[config.mk]
export PLATFORM = sky130hd
export DESIGN_NAME = cpu6502_bus_responder
export DESIGN_NICKNAME = d
export VERILOG_FILES = /design/src/rtl/cpu6502_bus_pkg.sv /design/src/rtl/wbuf_fifo.sv /design/src/rtl/cpu6502_bus_responder.sv
export SDC_FILE = /design/constraint.sdc
export NUM_CORES = 1
export LEC_CHECK = 0
export BUFFER_PORTS_ARGS = -buffer_cell sky130_fd_sc_hd__buf_2
export CAP_MARGIN = 5
export CORE_ASPECT_RATIO = 0.7
export CORE_MARGIN = 5
export CORE_UTILIZATION = 59
export CTS_BUF_LIST = sky130_fd_sc_hd__clkbuf_4
export DETAILED_ROUTE_END_ITERATION = 6
export HOLD_SLACK_MARGIN = 0.15
export PLACE_DENSITY = 0.81
export SYNTH_ARGS = -nofsm -noshare
export SYNTH_HDL_FRONTEND = slang
export SYNTH_SLANG_ARGS = --single-unit
[constraint.sdc]
create_clock -name clk -period 2.7 [get_ports clk]
set_input_delay 0.27 -clock clk [delete_from_list [all_inputs] [get_ports clk]]
set_output_delay 0.27 -clock clk [all_outputs]
set_load 0.02 [all_outputs]
[src/rtl/cpu6502_bus_pkg.sv]
// rtl/cpu6502_bus_pkg.sv - shared types and constants for the cpu6502 bus responder
package cpu6502_bus_pkg;

  localparam int ADDR_W_DEFAULT = 16;
  localparam int DATA_W         = 8;

  typedef enum logic [1:0] {
    ST_IDLE = 2'd0,
    ST_WR   = 2'd1,
    ST_RD   = 2'd2,
    ST_DATA = 2'd3
  } bus_state_e;

  // A buffered write entry is {addr, data}
  function automatic int wentry_width(input int addr_w);
    return addr_w + DATA_W;
  endfunction

endpackage

[src/rtl/wbuf_fifo.sv]
// rtl/wbuf_fifo.sv - posted-write FIFO with same-cycle push/pop at any occupancy
module wbuf_fifo #(
  parameter int DEPTH = 4,
  parameter int WIDTH = 24
) (
  input  logic                     clk,
  input  logic                     reset,
  input  logic                     push,
  input  logic [WIDTH-1:0]         push_data,
  input  logic                     pop,
  output logic [WIDTH-1:0]         head_data,
  output logic [$clog2(DEPTH):0]   count,
  output logic                     full,
  output logic                     empty
);

  localparam int PTR_W = $clog2(DEPTH);
  localparam int CNT_W = PTR_W + 1;

  logic [WIDTH-1:0] mem_q [DEPTH];
  logic [PTR_W-1:0] wptr_q, wptr_d;
  logic [PTR_W-1:0] rptr_q, rptr_d;
  logic [CNT_W-1:0] count_q, count_d;
  logic             push_ok, pop_ok;

  assign full      = (count_q == CNT_W'(DEPTH));
  assign empty     = (count_q == '0);
  assign count     = count_q;
  assign head_data = mem_q[rptr_q];

  // A pop frees the head slot in the same edge, so a push into a full FIFO is still accepted
  always_comb begin
    pop_ok  = pop && !empty;
    push_ok = push && (!full || pop_ok);
    wptr_d  = wptr_q;
    rptr_d  = rptr_q;
    count_d = count_q;
    if (push_ok) begin
      wptr_d = wptr_q + 1'b1;
    end
    if (pop_ok) begin
      rptr_d = rptr_q + 1'b1;
    end
    if (push_ok && !pop_ok) begin
      count_d = count_q + 1'b1;
    end else if (pop_ok && !push_ok) begin
      count_d = count_q - 1'b1;
    end
  end

  always_ff @(posedge clk or negedge reset) begin
    if (!reset) begin
      wptr_q  <= '0;
      rptr_q  <= '0;
      count_q <= '0;
    end else begin
      wptr_q  <= wptr_d;
      rptr_q  <= rptr_d;
      count_q <= count_d;
    end
  end

  always_ff @(posedge clk) begin
    if (push_ok) begin
      mem_q[wptr_q] <= push_data;
    end
  end

endmodule

[src/rtl/cpu6502_bus_responder.sv]
// rtl/cpu6502_bus_responder.sv - cpu6502 memory-side responder: posted writes, stalled reads, req/ack memory port
module cpu6502_bus_responder
  import cpu6502_bus_pkg::*;
#(
  parameter int WBUF_DEPTH = 4,
  parameter int ADDR_W     = ADDR_W_DEFAULT
) (
  input  logic                        clk,
  input  logic                        reset,
  input  logic [ADDR_W-1:0]           cpu_addr,
  input  logic                        cpu_write,
  input  logic [7:0]                  cpu_wdata,
  output logic [7:0]                  cpu_rdata,
  output logic                        cpu_ready,
  output logic                        mem_req,
  output logic                        mem_we,
  output logic [ADDR_W-1:0]           mem_addr,
  output logic [7:0]                  mem_wdata,
  input  logic [7:0]                  mem_rdata,
  input  logic                        mem_ack,
  output logic [$clog2(WBUF_DEPTH):0] wbuf_count,
  output logic                        wbuf_overflow
);

  localparam int ENTRY_W = wentry_width(ADDR_W);
  localparam int CNT_W   = $clog2(WBUF_DEPTH) + 1;

  bus_state_e        state_q, state_d;
  logic              mem_req_q, mem_req_d;
  logic              mem_we_q, mem_we_d;
  logic [ADDR_W-1:0] mem_addr_q, mem_addr_d;
  logic [7:0]        mem_wdata_q, mem_wdata_d;
  logic [7:0]        cpu_rdata_q, cpu_rdata_d;
  logic              wbuf_overflow_q, wbuf_overflow_d;

  logic [ENTRY_W-1:0] fifo_head;
  logic               fifo_full, fifo_empty;
  logic               mem_done, wbuf_pop, drain_more;

  // An ack only counts against a live request
  assign mem_done   = mem_req_q && mem_ack;
  assign wbuf_pop   = (state_q == ST_WR) && mem_done;
  assign drain_more = (wbuf_count > CNT_W'(1)) || cpu_write;

  wbuf_fifo #(
    .DEPTH (WBUF_DEPTH),
    .WIDTH (ENTRY_W)
  ) u_wbuf (
    .clk       (clk),
    .reset     (reset),
    .push      (cpu_write),
    .push_data ({cpu_addr, cpu_wdata}),
    .pop       (wbuf_pop),
    .head_data (fifo_head),
    .count     (wbuf_count),
    .full      (fifo_full),
    .empty     (fifo_empty)
  );

  always_ff @(posedge clk or negedge reset) begin
    if (!reset) begin
      state_q <= ST_IDLE;
    end else begin
      state_q <= state_d;
    end
  end

  // Draining always wins over a pending read, so reads never pass older writes
  always_comb begin
    state_d = state_q;
    case (state_q)
      ST_IDLE: begin
        if (!fifo_empty) begin
          state_d = ST_WR;
        end else if (!cpu_write) begin
          state_d = ST_RD;
        end
      end
      ST_WR: begin
        if ((mem_done && !drain_more) || (!mem_req_q && fifo_empty)) begin
          state_d = ST_IDLE;
        end
      end
      ST_RD: begin
        if (mem_done) begin
          state_d = ST_DATA;
        end
      end
      ST_DATA: state_d = ST_IDLE;
      default: state_d = ST_IDLE;
    endcase
  end

  always_comb begin
    mem_req_d       = mem_req_q;
    mem_we_d        = mem_we_q;
    mem_addr_d      = mem_addr_q;
    mem_wdata_d     = mem_wdata_q;
    cpu_rdata_d     = cpu_rdata_q;
    wbuf_overflow_d = wbuf_overflow_q | (cpu_write && fifo_full && !wbuf_pop);
    case (state_q)
      ST_IDLE: begin
        if (!fifo_empty) begin
          mem_req_d                 = 1'b1;
          mem_we_d                  = 1'b1;
          {mem_addr_d, mem_wdata_d} = fifo_head;
        end else if (!cpu_write) begin
          mem_req_d  = 1'b1;
          mem_we_d   = 1'b0;
          mem_addr_d = cpu_addr;
        end
      end
      ST_WR: begin
        // After each accepted write the request drops for one cycle while the new head settles
        if (mem_done) begin
          mem_req_d = 1'b0;
        end else if (!mem_req_q && !fifo_empty) begin
          mem_req_d                 = 1'b1;
          mem_we_d                  = 1'b1;
          {mem_addr_d, mem_wdata_d} = fifo_head;
        end
      end
      ST_RD: begin
        if (mem_done) begin
          mem_req_d   = 1'b0;
          cpu_rdata_d = mem_rdata;
        end
      end
      default: ;
    endcase
  end

  always_ff @(posedge clk or negedge reset) begin
    if (!reset) begin
      mem_req_q       <= 1'b0;
      mem_we_q        <= 1'b0;
      mem_addr_q      <= '0;
      mem_wdata_q     <= '0;
      cpu_rdata_q     <= '0;
      wbuf_overflow_q <= 1'b0;
    end else begin
      mem_req_q       <= mem_req_d;
      mem_we_q        <= mem_we_d;
      mem_addr_q      <= mem_addr_d;
      mem_wdata_q     <= mem_wdata_d;
      cpu_rdata_q     <= cpu_rdata_d;
      wbuf_overflow_q <= wbuf_overflow_d;
    end
  end

  assign cpu_ready     = (state_q == ST_DATA);
  assign cpu_rdata     = cpu_rdata_q;
  assign mem_req       = mem_req_q;
  assign mem_we        = mem_we_q;
  assign mem_addr      = mem_addr_q;
  assign mem_wdata     = mem_wdata_q;
  assign wbuf_overflow = wbuf_overflow_q;

endmodule
Word level (Yosys, flattened, before mapping)

Memories as Yosys holds them, arrays and structs flattened.
Cells that the tools add are included.

Flip-flop bits (word level): 44
Memories kept: 1
RAM bits: 96
Bits of input ports: 36

Add/subtract/negate cells: 4
Reduce and logical (&&, ||, !) cells: 31
Equality and inequality tests: 11
Multiplexer cells: 28
Bitwise operators: 1
$lt $le $gt $ge: 1

Memory list:

| memory       | words | bits a word | read ports | clocked after memory_dff | wr ports | RTL line        | text |
|---|---|---|---|---|---|---|---|
| u_wbuf.mem_q | 4     | 24          | 1          | 0                        | 1        | wbuf_fifo.sv:20 | `logic [WIDTH-1:0] mem_q [DEPTH];` |

Operator list:

| operator              | count |
|---|---|
| $mux W16              | 4 |
| $pmux W16 S2          | 1 |
| $mux W8               | 3 |
| $pmux W8 S2           | 1 |
| $reduce_and A4 Y1     | 3 |
| $logic_and A1 B1 Y1   | 11 |
| $mux W1               | 10 |
| $mux W2               | 4 |
| $pmux W2 S4           | 1 |
| $logic_not A1 Y1      | 7 |
| $mux W3               | 2 |
| $ne A2 B2 Y1 const B  | 3 |
| $add A2 B1 Y2 const B | 2 |
| $eq A2 B2 Y1 const B  | 2 |
| $ne A2 B1 Y1 const B  | 2 |
| $reduce_bool A2 Y1    | 2 |
| $add A3 B1 Y3 const B | 1 |
| $eq A3 B3 Y1 const B  | 1 |
| $gt A3 B1 Y1 const B  | 1 |
| $logic_not A3 Y1      | 1 |
| $logic_or A1 B1 Y1    | 3 |
| $ne A3 B2 Y1 const B  | 1 |
| $ne A3 B3 Y1 const B  | 1 |
| $pmux W1 S3           | 1 |
| 8 further kinds       | 8 |

Logic depth before layout (Yosys ltp)

Gate-level depths: netlist (run 1).

Word-level depth: 9
Depth in mapped cells: 9

Modules after synthesis

Synthesis (run 1) repeated with hierarchy kept, for this count alone.

Cell total of the unflattened synthesis: 293
Area total of the unflattened synthesis: 5,531.6 µm²

Modules (own cells, without submodules):

| module                | area each (µm²) | sequential area each (µm²) | cells each | instances |
|---|---|---|---|---|
| wbuf_fifo             | 3,937.5         | 3,057.9                    | 161        | 1 |
| cpu6502_bus_responder | 1,594.0         | 925.9                      | 132        | 1 |

Worst setup path after synthesis (run 1)

OpenSTA, ideal clock, no wires.

Path kind: flip-flop to flip-flop
From: register u_wbuf.count_q[0] (netlist: u_wbuf.count[0])
To: memory u_wbuf.mem_q[0][0], enable pin
Cell stages (with the launch flop): 5
Path slack: 0.477 ns
Arrival time: 1.840 ns
Buffers on the path: 0
Required time: 2.317 ns
Path through: dfrtp_1 inv_1 ha_1 a31oi_2 and2_1

Cells in the longest elaborated chain, start to end: 7
Elaborated cells on any way between the ends: 9
Those cells by class: eq/ne: 1; mux: 2; reduce/logical: 6

Ends and longest elaborated chain:

| item                            | RTL line        | text |
|---|---|---|
| from (decl)                     | wbuf_fifo.sv:23 | `logic [CNT_W-1:0] count_q, count_d;` |
| from (signal assigned)          | wbuf_fifo.sv:59 | `count_q <= count_d;` |
| $logic_not A3 Y1                | wbuf_fifo.sv:27 | `assign empty = (count_q == '0);` |
| $logic_not A1 Y1                | wbuf_fifo.sv:33 | `pop_ok = pop && !empty;` |
| $logic_and A1 B1 Y1             | wbuf_fifo.sv:33 |  |
| $logic_or A1 B1 Y1 *            | wbuf_fifo.sv:34 | `push_ok = push && (!full \|\| pop_ok);` |
| $logic_and A1 B1 Y1 *           | wbuf_fifo.sv:34 |  |
| named net u_wbuf.push_ok        | wbuf_fifo.sv:24 | `logic push_ok, pop_ok;` |
| $mux W1 *                       | wbuf_fifo.sv:64 | `if (push_ok) begin` |
| $mux W1 (not written as such) * | wbuf_fifo.sv:65 | `mem_q[wptr_q] <= push_data;` |
| to (decl)                       | wbuf_fifo.sv:20 |  |

The timed path passes the listed nets; every way through them passes the cells marked *.

Worst setup path in the final report (run 1)

From: register u_wbuf.count_q[1] (netlist: u_wbuf.count[1])
To: register mem_addr_q[12] (netlist: mem_addr[12])

Cells in the longest elaborated chain, start to end: 5
Elaborated cells on any way between the ends: 8
Those cells by class: eq/ne: 2; mux: 2; reduce/logical: 4

Ends and longest elaborated chain:

| item                               | RTL line                     | text |
|---|---|---|
| $logic_not A3 Y1 *                 | wbuf_fifo.sv:27              |  |
| $logic_not A1 Y1                   | cpu6502_bus_responder.sv:117 | `end else if (!mem_req_q && !fifo_empty) begin` |
| $logic_and A1 B1 Y1                | cpu6502_bus_responder.sv:117 |  |
| $ne A2 B1 Y1 (no source line)      | -                            |  |
| $reduce_and A4 Y1 (no source line) | -                            |  |
| to (signal assigned)               | cpu6502_bus_responder.sv:144 | `mem_addr_q <= mem_addr_d;` |
| to (decl)                          | cpu6502_bus_responder.sv:31  | `logic [ADDR_W-1:0] mem_addr_q, mem_addr_d;` |

Every way passes the cells marked *; elsewhere a longest branch is shown, timed or not.
A chain may end at the register's enable or synchronous reset.

==> summary.txt, run 1 <==
GRT
  – Largest net degree at the start of global routing: 45
  – Antenna violations before repair: 0
  – Overall Global Routing Usage: 0.217
  – Overflow after GRT: 0
  – First-pass GRT wire length: 19,300 um
  – Vias in the first global route: 3,606

Critical path
  – Crit path to: mem_addr[12]$_DFFE_PN0P_
  – R2R depth: 6
  – Worst r2r src: u_wbuf.count[1]$_DFFE_PN0P_
  – Critical Path Start: u_wbuf.count[1]$_DFFE_PN0P_
  – R2R Setup Slk: 0.44 ns
  – CP Class: reg -> reg
  – Reg-to-reg critical path endpoint: mem_addr[12]$_DFFE_PN0P_
  – Worst setup SP type: flip-flop
  – WP data required: 3.04 ns
  – Arr. time, crit path: 2.60 ns
  – Worst Path Max Fanout: 17
  – Endpoint kind of the worst setup timing path: flip-flop

Finish
  – Layout area overhead: 20.9%
  – Layout cell share with drive strength beyond 1: 0.348
  – Final net count: 494
  – Most frequent cells in the layout: 96 x edfxtp_1, 74 x buf_2, 44 x dfrtp_1
  – Finished Layout Cells: 586
  – ANT cells: 0
  – Fill cell count: 559
  – Commonest non-fill, non-tap cell in the layout: edfxtp_1

Synthesis
  – Largest family of logic cells by synthesized area: multiplexers
  – Adder-Cell Fraction of Synth Area: 0.0199
  – YS warnings: 0
  – Top cell type by total area after synthesis: edfxtp_1
  – Simple-gate share of the synthesized area: 0.0217
  – Ys flop type: edfxtp_1
  – Distinct cells, synth: 41
  – Syn nets: 370
  – Post-Syn Instances: 325
  – Avg Inst Size Synth: 17.4 um2
  – Seq/Total Area, Yosys: 0.704
  – Synth Area in XOR/XNOR: 0.00929
  – Async set or reset register ratio after synthesis: 0.314
  – Post-synth EDFFs: 96
  – Post-synthesis mux area share: 0.131
  – Post-synthesis cell area: 0.00566 mm2
  – Post-synthesis register bit count: 140
  – Share of the synthesized area in the top cell type: 0.510
  – Main area contributors after synthesis: edfxtp_1 51%, dfrtp_1 19%, mux4_2 9.6%
  – Compound-Gate Fraction of Synth Area: 0.0792

Floorplanning
  – Chip width: 127 um
  – Initial Util: 0.614
  – # IOs: 75
  – Core area: 0.00922 mm2
  – Die height: 91.9 um
  – Placement Rows: 29
  – DIE AREA: 0.0117 mm2

STA
  – Final Skew: 0.0121 ns
  – Fin crit share: 0.836
  – Slew headroom: 0.306
  – FMAX: 443 MHz
  – Final hold violations: 0
  – Slew Viols, Final: 0
  – Worst Max-Slew Pin Slew: 1.04 ns
  – RSZ-0062 raised after global routing: no
  – Fin worst setup slack: 0.442 ns
  – Sum of negative setup slack: 0 ns
  – Fin crit period: 2.26 ns
  – Setup violators final: 0

Detailed routing
  – DR WL/cell: 20.5 um
  – Final ANT Viol Nets: 0
  – Wire length on met2: 5780 um
  – DR top layer: met4
  – Routed via count: 3,538
  – Final wirelength: 12,000 um
  – Vias per std cell: 6.04
  – DRC: 0
  – Met1 WL: 5120 um
  – Pre-antenna DRT Iters: 5
  – Detailed route wirelength on metal3: 965 um
  – DRT iter0 DRCs: 490

Placement
  – Routability cong.: 0.793
  – Worst slack, placed: 0.520 ns
  – Placed cells: 519
  – Port bufs: 74
  – Dpl hpwl: 7790 um

Clocking
  – Clock Latency Late Sink: 0.52 ns
  – Root Driver: clkbuf_4
  – TritonCTS clock tree: done
  – Maximum buffer depth of the clock tree: 2
  – Num CTS Buffers: 17
  – H-tree levels: 4
  – Clk sinks: 140
  – Clock-pin slew on the worst setup and hold paths: 0.11 ns

Pwr
  – Total power: 0.00769 W
  – Lkg Pwr: 2.68 nW
  – Pwr Density: 1120 mW/mm2
  – Maximum vdd drop: 0.692 mV

Run status
  – Status: finished, final reports clean

Hold path
  – Worst min path class: in -> async

Run
  – Maxcap violations: 0
-- layout make-up --
type	instances	area, um2	area share
clock buffer	18	135	0.0198
tap	124	155	0.0227
clock inverter	14	151	0.0221
timing repair buffer	126	848	0.124
inverter	23	86.3	0.0126
multi-input combinational	141	1480	0.216
sequential	140	3980	0.583
-- timing repair --
item / 4_1_cts / 5_1_grt
hold buffers: 35 / 0
setup buffers: 0 / 0
endpoints found under the hold margin: 154 / 0
gates resized for setup: 0 / 0
-- cell families (layout without fill, tap and decap cells) --
kind of cell / Yosys count / in the layout
xor+xnor: 6 / 6
simple gates: 20 / 20
flops: 140 / 140
fa+ha+maj: 9 / 9
compound gates: 64 / 64
buf+inv: 44 / 181
mux: 42 / 42
-- where the power goes --
part           switching (W)  internal, W  leakage (nW)  total [W]
clock               0.000721     0.000638         0.150    0.00136
sequential          0.000329      0.00295          1.40    0.00328
combinational        0.00176      0.00129          1.13    0.00305
-- critical path: stages (launching register included) --
cell and delay [ns]:
dfrtp_1 0.44, inv_1 0.13, ha_1 0.26, nor2b_1 0.21, buf_4 0.22, o32a_1 0.66, a32oi_1 0.16
-- sequential cells by signal (all words and copies together), names as in the netlist, 2 cells and up --
| signal | flops |
|---|---|
| u_wbuf.mem_q | 96 |
| state_q | 2 |
| cpu_rdata | 8 |
| u_wbuf.wptr_q | 2 |
| mem_wdata | 8 |
| u_wbuf.count | 3 |
| u_wbuf.rptr_q | 2 |
| mem_addr | 16 |
-- cell usage after synthesis (4+ instances only) --
cell type / count
clkbuf_1: 4
inv_1: 23
mux4_2: 24
mux2_2: 16
and2_1: 4
a32oi_1: 16
edfxtp_1: 96
buf_2: 12
a31oi_1: 16
ha_1: 9
dfrtp_1: 44
o21ai_0: 17
-- layer usage --
layer	track usage	vias up
li1	-	1522
met1	0.301	1825
met2	0.343	176
met3	0.0517	15
met4	0.0768	0
met5	0	-
-- worst min path at each step --
stage	from	endpoint	slack [ns]
after floorplan	reset	cpu_rdata[0]$_DFFE_PN0P_	-0.03
after detailed placement	wbuf_overflow$_DFF_PN0_	wbuf_overflow$_DFF_PN0_	0.47
after global routing	cpu_wdata[5]	u_wbuf.mem_q[0][5]$_DFFE_PP_	0.47
after CTS	cpu_wdata[0]	u_wbuf.mem_q[1][0]$_DFFE_PP_	0.46
after global placement	wbuf_overflow$_DFF_PN0_	wbuf_overflow$_DFF_PN0_	0.47
final	reset	cpu_rdata[2]$_DFFE_PN0P_	0.47
-- per-stage QoR --
stage	hold slack (ns)	utilization	cell area, um2
after detailed placement	0.470	0.673	6200
after floorplan	-0.0256	-	5660
after global routing	0.474	0.742	6840
final	0.471	0.742	6840
after global placement	0.474	0.673	6200
after CTS	0.456	0.742	6840
Power figures use the tool's default switching activity.
==> inputs of run 2 (changes only) <==
--- a/config.mk
+++ b/config.mk
@@ -5,15 +5,16 @@
 export SDC_FILE = /design/constraint.sdc
 export NUM_CORES = 1
 export LEC_CHECK = 0
+export ABC_AREA = 1
 export BUFFER_PORTS_ARGS = -buffer_cell sky130_fd_sc_hd__buf_2
 export CAP_MARGIN = 5
 export CORE_ASPECT_RATIO = 0.7
 export CORE_MARGIN = 5
-export CORE_UTILIZATION = 59
+export CORE_UTILIZATION = 60
 export CTS_BUF_LIST = sky130_fd_sc_hd__clkbuf_4
 export DETAILED_ROUTE_END_ITERATION = 6
 export HOLD_SLACK_MARGIN = 0.15
-export PLACE_DENSITY = 0.81
+export PLACE_DENSITY = 0.82
 export SYNTH_ARGS = -nofsm -noshare
 export SYNTH_HDL_FRONTEND = slang
 export SYNTH_SLANG_ARGS = --single-unit
==> constraint.sdc (replaced) <==
create_clock -name clk -period 2.35 [get_ports clk]
set_input_delay 0.235 -clock clk [delete_from_list [all_inputs] [get_ports clk]]
set_output_delay 0.235 -clock clk [all_outputs]
set_load 0.02 [all_outputs]
==> run 2 against run 1 <==
Compared with the run above:
- synthesized cell count up 76%
- sequential power up 14%
- clock power about the same
- flip-flop and latch count unchanged
- clock-buffer cell count up 1
- power up 18%
- register-to-register slack worse by 0.20 ns
- sequential share of layout area down 2.6 points
- hold slack worse by 0.016 ns
- area after synthesis up 6.0%
- clock skew up 0.010 ns
- largest power group is now combinational cells
- fmax up 7.2%
==> summary.txt, run 2 <==
GRT
  – First-pass GRT wire length: 22,500 um (+17%)
  – Vias in the first global route: 4,480 (+24%)
  – Largest net degree at the start of global routing: 49 (+8.9%)
  – Antenna violations before repair: 0 (unchanged)
  – Overflow after GRT: 0 (unchanged)
  – Overall Global Routing Usage: 0.246 (+0.0288)

STA
  – Slew Viols, Final: 0 (unchanged)
  – Final Skew: 0.0222 ns (+0.0102 ns)
  – Fin crit period: 2.11 ns (-0.152 ns)
  – Final hold violations: 0 (unchanged)
  – Setup violators final: 0 (unchanged)
  – Slew headroom: 0.638 (+0.332)
  – FMAX: 475 MHz (+7.2%)
  – Fin crit share: 0.896 (+0.0598)
  – Worst Max-Slew Pin Slew: 0.544 ns (-0.498 ns)
  – RSZ-0062 raised after global routing: no

Finish
  – Reg with most FFs: u_wbuf.mem_q
  – Area of the multi-input gates: 0.00165 mm2 (+11%)
  – Max reg flops: 96 (unchanged)
  – Final net count: 740 (+50%)
  – Layout area overhead: 19.4%
  – Layout cell share with drive strength beyond 1: 0.198 (-0.151)
  – Fill cell count: 650 (+16%)
  – Commonest non-fill, non-tap cell in the layout: nand2_1
  – ANT cells: 0 (unchanged)
  – Register area: 0.00398 mm2 (unchanged)
  – Most frequent cells in the layout: 147 x nand2_1, 96 x edfxtp_1, 74 x buf_2
  – Finished Layout Cells: 836 (+43%)

Floorplanning
  – Chip width: 129 um (+1.9%)
  – Placement Rows: 30 (+3.4%)
  – Initial Util: 0.617 (+0.00297)
  – DIE AREA: 0.0121 mm2 (+3.8%)
  – # IOs: 75 (unchanged)
  – Core area: 0.00972 mm2 (+5.5%)
  – Die height: 93.6 um (+1.9%)

Detailed routing
  – DR WL/cell: 16.9 um (-18%)
  – Pre-antenna DRT Iters: 5 (unchanged)
  – Final ANT Viol Nets: 0 (unchanged)
  – Final wirelength: 14,100 um (+17%)
  – Vias per std cell: 5.35 (-11%)
  – Routed via count: 4,476 (+27%)
  – DRT iter0 DRCs: 478 (-2.4%)
  – DRC: 0 (unchanged)

Critical path
  – Arr. time, crit path: 2.52 ns (-0.08 ns)
  – CP cell instances: inv_1 > ha_1 > nand2_2 > nand3_1 > ha_1 > nor2_1 > o21ai_0 > xor2_1 > inv_1
  – Total stage count of the critical path: 9 (+3)
  – CP Buf/Inv Count: 2 (unchanged)
  – Crit path to: u_wbuf.count[2]$_DFFE_PN0P_
  – Endpoint kind of the worst setup timing path: flip-flop
  – Worst setup SP type: flip-flop
  – WP data required: 2.76 ns (-0.28 ns)
  – Crit path max-delay cell type: dfrtp_1
  – Worst Path Max Fanout: 8 (-9)
  – CP top delay family: adder cells
  – CP Class: reg -> reg
  – Crit path largest cell delay: 0.48 ns (-0.18 ns)
  – R2R depth: 9 (+3)
  – Critical Path Start: u_wbuf.count[0]$_DFFE_PN0P_
  – R2R Setup Slk: 0.24 ns (-0.20 ns)
  – Reg-to-reg critical path endpoint: u_wbuf.count[2]$_DFFE_PN0P_
  – Worst r2r src: u_wbuf.count[0]$_DFFE_PN0P_

Clocking
  – Maximum buffer depth of the clock tree: 2 (unchanged)
  – Post-CTS Repair Setup Buffers: 0 (unchanged)
  – Clock-pin slew on the worst setup and hold paths: 0.13 ns (+0.02 ns)
  – Clock Latency Late Sink: 0.53 ns (about the same)
  – CTS Hold Bufs: 37 (+5.7%)
  – # resized after CTS: 0 (unchanged)
  – Clk sinks: 140 (unchanged)
  – Num CTS Buffers: 17 (unchanged)
  – Root Driver: clkbuf_4
  – H-tree levels: 4 (unchanged)
  – TritonCTS clock tree: done

Run
  – Maxcap violations: 0 (unchanged)

Run status
  – Status: finished, final reports clean

Pwr
  – Lkg Pwr: 3.30 nW (+23%)
  – Total power: 0.00908 W (+18%)
  – Pwr Density: 1270 mW/mm2 (+13%)
  – Maximum vdd drop: 0.757 mV (+9.4%)

Synthesis
  – Top-count cell post-synth: nand2_1
  – Synth top cells by count: 147 x nand2_1, 96 x edfxtp_1, 70 x inv_1
  – Post-synthesis cell area: 0.00600 mm2 (+6.0%)
  – Syn nets: 617 (+67%)
  – Async set or reset register ratio after synthesis: 0.314 (unchanged)
  – Seq/Total Area, Yosys: 0.664 (-0.0398)
  – Distinct cells, synth: 26 (-37%)
  – YS warnings: 0 (unchanged)
  – Ys flop type: edfxtp_1
  – Avg Inst Size Synth: 10.5 um2 (-40%)
  – Post-synthesis register bit count: 140 (unchanged)
  – Post-Syn Instances: 572 (+76%)
  – Main area contributors after synthesis: edfxtp_1 48%, dfrtp_1 18%, nand2_1 9.2%
  – Post-synth EDFFs: 96 (unchanged)
  – Top cell type by total area after synthesis: edfxtp_1
  – Share of the synthesized area in the top cell type: 0.481 (-0.0288)

Placement
  – Placed cells: 767 (+48%)
  – Port bufs: 74 (unchanged)
  – Routability cong.: 0.848 (+7.0%)
  – Dpl hpwl: 8560 um (+10%)

Hold path
  – Worst min path class: in -> reg
[run 2: metrics by stage]
step	worst slack (ns)	hold slack, ns	area, um2	TNS (ns)	util
after floorplan	-0.252	-0.0606	6000	-24.24	-
after global placement	0.444	0.178	6550	0	0.673
after CTS	0.288	0.426	7160	0	0.737
final	0.244	0.455	7160	0	0.737
after global routing	0.0450	0.430	7160	0	0.737
after detailed placement	0.301	0.189	6550	0	0.673
[run 2: report_power, final]
| group | leakage, nW | internal (W) | switching (W) |
|---|---|---|---|
| Combinational | 1.74 | 0.00126 | 0.00269 |
| Clock | 0.133 | 0.000535 | 0.000855 |
| Sequential | 1.42 | 0.00340 | 0.000341 |
[run 2: kinds of logic after synthesis]
kind of cell    share of synthesized area
simple gates                        0.173
flops                               0.664
buf+inv                            0.0626
compound gates                     0.0570
fa+ha+maj                          0.0188
mux                                0.0150
xor+xnor                          0.00876
[run 2: worst register-to-register path, stage by stage, from the launching register on]
cell     delay (ns)
dfrtp_1        0.48
inv_1          0.10
ha_1           0.23
nand2_2        0.15
nand3_1        0.22
ha_1           0.43
nor2_1         0.13
o21ai_0        0.10
xor2_1         0.13
inv_1          0.05
[run 2: worst min path at each step]
| stage | startpoint | end | slack [ns] | depth (start not counted) |
|---|---|---|---|---|
| 2_1_floorplan | reset | cpu_rdata[0]$_DFFE_PN0P_ | -0.06 | 0 |
| 3_3_place_gp | reset | cpu_rdata[1]$_DFFE_PN0P_ | 0.18 | 1 |
| 3_5_place_dp | reset | cpu_rdata[1]$_DFFE_PN0P_ | 0.19 | 1 |
| 4_1_cts | cpu_wdata[6] | u_wbuf.mem_q[0][6]$_DFFE_PP_ | 0.43 | 2 |
| 5_1_grt | cpu_wdata[6] | u_wbuf.mem_q[0][6]$_DFFE_PP_ | 0.43 | 2 |
| 6_report | cpu_wdata[4] | u_wbuf.mem_q[1][4]$_DFFE_PP_ | 0.45 | 2 |
[run 2: final cells by class]
class,count,share of cell area
clock buffers,19,0.0199
clock inverters,13,0.0143
inverters,71,0.0372
multi-input cells,340,0.230
flip-flops and latches,140,0.556
well taps,128,0.0224
repair buffers,125,0.120
[run 2: layer usage]
| metal | wire length (um) | part of all wire | track usage |
|---|---|---|---|
| met5 | 0 | 0 | 0 |
| met4 | 284 | 0.020 | 0.0960 |
| met3 | 1150 | 0.082 | 0.0559 |
| met2 | 7010 | 0.50 | 0.393 |
| met1 | 5680 | 0.40 | 0.332 |
